===== src/rtl/note_sequencer.sv =====
// note_sequencer: turns note/play/stop key presses into load and playback controls for the note datapath.
// Latency: state and strobes change one clk after a key rising edge; each played note lasts BEAT_CYCLES cycles.
// Backpressure: none; keys are level inputs, only rising edges act, and the datapath must accept strobes every cycle.
module note_sequencer #(
  parameter int BEAT_CYCLES = 12500000,
  parameter int NUM_SLOTS   = 16
) (
  input  logic       clk,
  input  logic       reset,
  input  logic       note_key,
  input  logic       play_key,
  input  logic       stop_key,
  input  logic       loop_en,
  output logic       ld_note,
  output logic       ld_play,
  output logic [3:0] note_counter,
  output logic       next_note_en,
  output logic       display_note,
  output logic       playing,
  output logic [4:0] notes_stored
);

  localparam int             BW        = (BEAT_CYCLES > 2) ? $clog2(BEAT_CYCLES) : 1;
  localparam logic [BW-1:0]  BEAT_LAST = BW'(BEAT_CYCLES - 1);
  localparam logic [4:0]     SLOTS     = 5'(NUM_SLOTS);

  localparam logic [1:0] S_IDLE      = 2'd0;
  localparam logic [1:0] S_LOAD      = 2'd1;
  localparam logic [1:0] S_LOAD_DONE = 2'd2;
  localparam logic [1:0] S_PLAY      = 2'd3;

  logic [1:0]    state_q, state_d;
  logic [4:0]    stored_q, stored_d;
  logic [3:0]    note_q, note_d;
  logic [BW-1:0] beat_q, beat_d;
  logic          prev_note_q, prev_play_q, prev_stop_q;

  logic press_note, press_play, press_stop;
  logic last_note;

  // Rising-edge detect; a key held through reset release counts as a press.
  assign press_note = note_key & ~prev_note_q;
  assign press_play = play_key & ~prev_play_q;
  assign press_stop = stop_key & ~prev_stop_q;

  // The slot being played is the highest stored one.
  assign last_note = ({1'b0, note_q} + 5'd1) >= stored_q;

  // Next-state logic; presses resolve stop over play over note.
  always_comb begin
    state_d  = state_q;
    stored_d = stored_q;
    note_d   = note_q;
    beat_d   = beat_q;
    case (state_q)
      S_IDLE: begin
        if (press_stop) begin
          state_d = S_IDLE;
        end else if (press_play && (stored_q != 5'd0)) begin
          state_d = S_PLAY;
          note_d  = 4'd0;
          beat_d  = '0;
        end else if (press_note && (stored_q < SLOTS)) begin
          state_d = S_LOAD;
        end
      end
      S_LOAD: begin
        if (!note_key) begin
          state_d = S_LOAD_DONE;
        end
      end
      S_LOAD_DONE: begin
        // Gap cycle: the datapath advances its write address here.
        state_d = S_IDLE;
        if (stored_q < SLOTS) begin
          stored_d = stored_q + 5'd1;
        end
      end
      S_PLAY: begin
        if (press_stop) begin
          state_d = S_IDLE;
          note_d  = 4'd0;
          beat_d  = '0;
        end else if (press_play) begin
          note_d = 4'd0;
          beat_d = '0;
        end else if (beat_q == BEAT_LAST) begin
          beat_d = '0;
          if (!last_note) begin
            note_d = note_q + 4'd1;
          end else if (loop_en) begin
            note_d = 4'd0;
          end else begin
            // Natural end: note_counter keeps the last slot played.
            state_d = S_IDLE;
          end
        end else begin
          beat_d = beat_q + BW'(1);
        end
      end
      default: begin
        state_d = S_IDLE;
      end
    endcase
  end

  // State, counters and key history registers.
  always_ff @(posedge clk or negedge reset) begin
    if (!reset) begin
      state_q     <= S_IDLE;
      stored_q    <= 5'd0;
      note_q      <= 4'd0;
      beat_q      <= '0;
      prev_note_q <= 1'b0;
      prev_play_q <= 1'b0;
      prev_stop_q <= 1'b0;
    end else begin
      state_q     <= state_d;
      stored_q    <= stored_d;
      note_q      <= note_d;
      beat_q      <= beat_d;
      prev_note_q <= note_key;
      prev_play_q <= play_key;
      prev_stop_q <= stop_key;
    end
  end

  // Outputs decode registered state only, so an async reset clears them at once.
  assign ld_note      = (state_q == S_LOAD);
  assign display_note = ld_note;
  assign ld_play      = (state_q == S_PLAY);
  assign playing      = ld_play;
  assign next_note_en = (state_q == S_PLAY) && (beat_q == '0);
  assign note_counter = note_q;
  assign notes_stored = stored_q;

endmodule


===== config.mk =====
export PLATFORM = sky130hd
export DESIGN_NAME = note_sequencer
export DESIGN_NICKNAME = d
export VERILOG_FILES = /design/src/rtl/note_sequencer.sv
export SDC_FILE = /design/constraint.sdc
export NUM_CORES = 1
export LEC_CHECK = 0
export ABC_AREA = 1
export CORE_MARGIN = 2
export CORE_UTILIZATION = 35
export CTS_CLUSTER_SIZE = 25
export DETAILED_ROUTE_END_ITERATION = 8
export PLACE_DENSITY = 0.52
export SETUP_SLACK_MARGIN = 0.3
export SLEW_MARGIN = 25
export SYNTH_ARGS = -nofsm -noshare
export SYNTH_HDL_FRONTEND = slang
export SYNTH_SLANG_ARGS = --single-unit

===== constraint.sdc =====
create_clock -name clk -period 2.1 [get_ports clk]
set_input_delay 0.42 -clock clk [delete_from_list [all_inputs] [get_ports clk]]
set_output_delay 0.42 -clock clk [all_outputs]
set_load 0.02 [all_outputs]

=== Yosys cells after proc, flatten, opt, wreduce, memory -nomap -nowiden ===
Index checks and enable logic that the tools add are counted.

* Flip-flop bits (word level): 38
* Bits of input ports: 6
* Logic and storage cells: 68

* $add $sub $neg: 4
* $lt $le $gt $ge: 2
* Eq/ne operators: 14
* Mux-type cells: 24
* Bitwise operators: 6
* Reduce and logical (&&, ||, !) cells: 11

{| class="wikitable"
|+ Operators by type and width
! kind !! count
|-
| two-way mux 24 bit || 5
|-
| case mux 24 bit (2 select lines) || 1
|-
| two-way mux 4 bit || 7
|-
| adder 24 x 1 -> 24 bit (second input constant) || 1
|-
| equality test 24 bit (second input constant) || 1
|-
| logical NOT 24 bit || 1
|-
| two-way mux 2 bit || 9
|-
| case mux 2 bit (4 select lines) || 1
|-
| case mux 4 bit (2 select lines) || 1
|-
| inequality test 2 bit (second input constant) || 3
|-
| inequality test 3 x 1 -> 1 bit (second input constant) || 2
|-
| inequality test 3 x 2 -> 1 bit (second input constant) || 2
|-
| AND reduction 6 bit || 1
|-
| adder 4 x 1 -> 5 bit (second input constant) || 1
|-
| adder 5 x 1 -> 5 bit (second input constant) || 1
|-
| >= comparator 5 bit || 1
|-
| < comparator 5 bit (second input constant) || 1
|-
| inequality test 5 bit (second input constant) || 1
|-
| AND reduction 5 bit || 1
|-
| nonzero test 5 bit || 1
|-
| adder 4 x 1 -> 4 bit (second input constant) || 1
|-
| equality test 2 bit (second input constant) || 2
|-
| inequality test 4 x 1 -> 1 bit (second input constant) || 1
|-
| inequality test 4 bit (second input constant) || 1
|-
| other kinds (8) || 14
|}

=== Depth between registers and ports, before layout ===
* Depth in word-level cells: 7
* Gate-level depth with buffers: 14

=== Worst setup path after synthesis ===
No wires, ideal clock.

* Path type: register to register
* Start: register note_q[0], in the netlist note_counter[0]
* End: register note_q[0], in the netlist note_counter[0]
* Setup time: 0.117 ns
* Arrival: 1.963 ns
* Data required time: 1.983 ns
* Setup slack: 0.019 ns
* Stages on the path, launching flop included: 14
* Buffers on the path: 0
* Clock period less this slack: 2.081 ns
* Cells stage by stage: dfrtp_1 -> ha_1 -> xor2_1 -> ha_1 -> nand2_1 -> nand2_1 -> nand2_1 -> nand2_1 -> nor2_1 -> inv_1 -> nand2_1 -> nand3_1 -> nand2_1 -> nand2_1

* Word-level cells in the longest chain between the ends: 7

{| class="wikitable"
|+ Ends and longest elaborated chain
! what !! line !! source
|-
| from (decl) || 34 || <nowiki>logic [3:0] note_q, note_d;</nowiki>
|-
| from (signal assigned) || 120 || <nowiki>note_q <= note_d;</nowiki>
|-
| adder 4 x 1 -> 5 bit || 47 || <nowiki>assign last_note = ({1'b0, note_q} + 5'd1) >= stored_q;</nowiki>
|-
| >= comparator 5 bit || 47 ||
|-
| two-way mux 4 bit || 89 || <nowiki>if (!last_note) begin</nowiki>
|-
| two-way mux 4 bit || 87 || <nowiki>end else if (beat_q == BEAT_LAST) begin</nowiki>
|-
| two-way mux 4 bit || 84 || <nowiki>end else if (press_play) begin</nowiki>
|-
| two-way mux 4 bit || 80 || <nowiki>if (press_stop) begin</nowiki>
|-
| case mux 4 bit (2 select lines) || 55 || <nowiki>case (state_q)</nowiki>
|}

Parallel ways exist; a longest one is shown, timed or not. The select of a mux whose other input is x is not followed.
A chain may end at the register's enable or synchronous reset.

=== Worst setup path in the final report ===
* Start: register note_q[0], in the netlist note_counter[0]
* End: register note_q[2], in the netlist note_counter[2]

Same word-level chain as after synthesis.

==> reports/metrics.yaml <==
slew_violations: 0
setup_ws_ps: 155
vias: 2646
io_pins: 20
port_buffers: 19
finalSetupTns_ps: 0
worstSetupPathType: "flop to flop"
yosys_register_bits: 38
grt_overflow: 0
drt-wirelength-per-cell_um: 13.1
synth_fp_nets: 413
final_common_cell: "nand2_1"
antenna_found_initial: 0
htree_levels: 2
path_buf_inv: 1
critPathArrivalTime_ps: 2130
power.density_nw_per_um2: 985
top_layer_used: "met4"
maxSlewHeadroom_pct: 72.5
path_max_fanout: 5
cp_num_cells: 13
wl_met1_mm: 3.47
synth_top_area_share_pct: 35.9
finalCriticalPeriod_ps: 1950
cts_sinks: 38
wl_mm: 7.40
dieHeight_um: 91.0
status: "completed"
grt_first_pass_wirelength_mm: 12.3
ant_nets: 0
drive_above_1_share_pct: 25.4
reg2reg_from: "note_counter[0]"
numCtsBuffers: 5
worst_slew_pin_slew_ps: 413
hp-class: "primary input to async pin"
synth_area_um2: 2650
drt-initial-drc-count: 132
netlist-cell-type-count: 28
dr_wl_met2_mm: 3.49
drc_errors: 0
ir_worst_vdd_mv: 0.670
diodes: 0
crit_start: "note_counter[0]"
clock_path_buffers: 2
worstSetupStartpointType: "flop"
grt_max_degree: 17
cts_tree: "done"
yosysSeqAreaShare_pct: 35.9
fin_util_pct: 49.5
crit_slowest_cell: "dfrtp_2"
critPathTopFamily: "simple AND/OR/NAND/NOR gates"
synthTopCellsByArea: "dfrtp_1 (36%), nand2_1 (15%), nor2_1 (9.3%)"
yosys.area.top_type: "dfrtp_1"
setup_viol: 0
p_leak_nw: 1.81
finalNonFillerCells: 564
r2r_slack_ps: 150
nets: 484
finClkSkew_ps: 6.90
core_area_um2: 7290
syn_to_final_growth_pct: 36.1
drv.max_cap_violation_count: 0
yosysWarnings: 0
drt_pass1_iterations: 4
period_share_pct: 92.6
critPathMostFrequentCell: "nand2_1"
wl_met3_um: 267
path_clk_slew_ps: 80
syn_area_per_cell_um2: 6.75
r2r_cells: 13
gp_congestion: 0.926
crit_path_end_kind: "flop"
hold_viol: 0
vias_per_cell: 4.69
dp_slack_ps: -103
crit_required_ps: 2280
fmax_mhz: 514
die_w_um: 91.0
numPlacedInstances: 540
grt_usage_pct: 18.5
hold_ws_ps: 49.7
slowest_delay_ps: 450
synthCells: 393
dieArea_um2: 8290
final_cell_mix: "nand2_1 (101), nor2_1 (60), inv_1 (55)"
crit_end: "note_counter[2]"
hold_buffers: 0
grt_pass1_vias: 2586
rows: 31
rsz0062_at_grt: "true"
rr_endpoint: "note_counter[2]"
initial_utilization_pct: 36.4
hpwl_mm: 5.57
crit_chain: "ha_4, xor2_2, ha_1, nand2_1, nand2_1, nand2_1, nand2_2, nor2_4, inv_2, nand2_4, nand3_4, nand2_1, nand2_1"
root_buffer: "clkbuf_8"
clk_latency_ps: 290
nFillCells: 784
[cells by family (layout without fill, tap and decap cells)]
logic type	count (synthesis)	in the layout	synth area share, %
DFF	38	38	35.9
adders and majority gates	14	14	6.61
xor gates and xnor gates	5	5	1.65
and+or+nand+nor	244	244	40.3
AOI/OAI and AO/OA	23	23	4.96
buffers and inverters	69	141	10.6
[metrics by stage]
step                cell area (µm²)  power (W)
floorplan                      2680    0.00202
global placement               3210    0.00265
detailed placement             3210    0.00267
CTS                            3430    0.00338
global route                   3610    0.00382
finish                         3610    0.00355
[Yosys cell counts (all sizes together)]
cell	n
o21a	1
or2	1
inv	62
o21ai	13
nand4	11
a21oi	8
nor3	8
xor2	5
nor2	73
nor4	2
nand3	34
o31ai	1
nand2	112
dfrtp	38
ha	14
and2	2
buf	7
and3	1
[registers in the layout (all words and copies together), names as in the netlist]
name and count:
prev_play_q 1, prev_stop_q 1, notes_stored 5, state_q 2, prev_note_q 1, note_counter 4, beat_q 24
[layer usage]
layer	GRT usage [%]	up-vias
met5	0	-
met4	6.94	0
met3	2.66	14
met2	30.0	50
met1	25.1	1210
li1	-	1372
[power breakdown]
| part | internal [W] | total, W | switching (W) |
|---|---|---|---|
| sequential | 0.000812 | 0.000884 | 0.0000712 |
| combinational | 0.000843 | 0.00207 | 0.00122 |
| clock | 0.000332 | 0.000601 | 0.000269 |
| total | 0.00199 | 0.00355 | 0.00156 |
[worst reg2reg max path, delay by kind of cell, from the launching register on]
kind                       cells  cell delay (ps)
xor gates and xnor gates       1              150
adders and majority gates      2              480
and+or+nand+nor                9              680
buffers and inverters          1               70
DFF                            1              450
[worst min-delay path by stage]
stage               start     endpoint  slack [ps]
floorplan           reset    beat_q[0]         120
global placement    reset  prev_play_q         360
detailed placement  reset    beat_q[6]         370
CTS                 reset   state_q[0]          40
global route        reset  prev_note_q          60
finish              reset  prev_play_q          50
[final cells by class]
| cell class | count | area, µm² | share of cell area, % |
|---|---|---|---|
| inverter | 62 | 233 | 6.45 |
| clock buffer | 8 | 110 | 3.05 |
| multi-input combinational | 286 | 1610 | 44.7 |
| sequential | 38 | 955 | 26.5 |
| timing repair buffer | 71 | 572 | 15.9 |
| tap | 99 | 124 | 3.43 |
[repair_timing]
action / CTS / global route
pin swaps: 18 / 9
resized for setup: 29 / 37
setup buffers: 6 / 9
gates cloned: 0 / 1
setup endpoints to repair: 17 / 38
endpoints found under the hold margin: 0 / 0
Power figures use the tool's default switching activity.
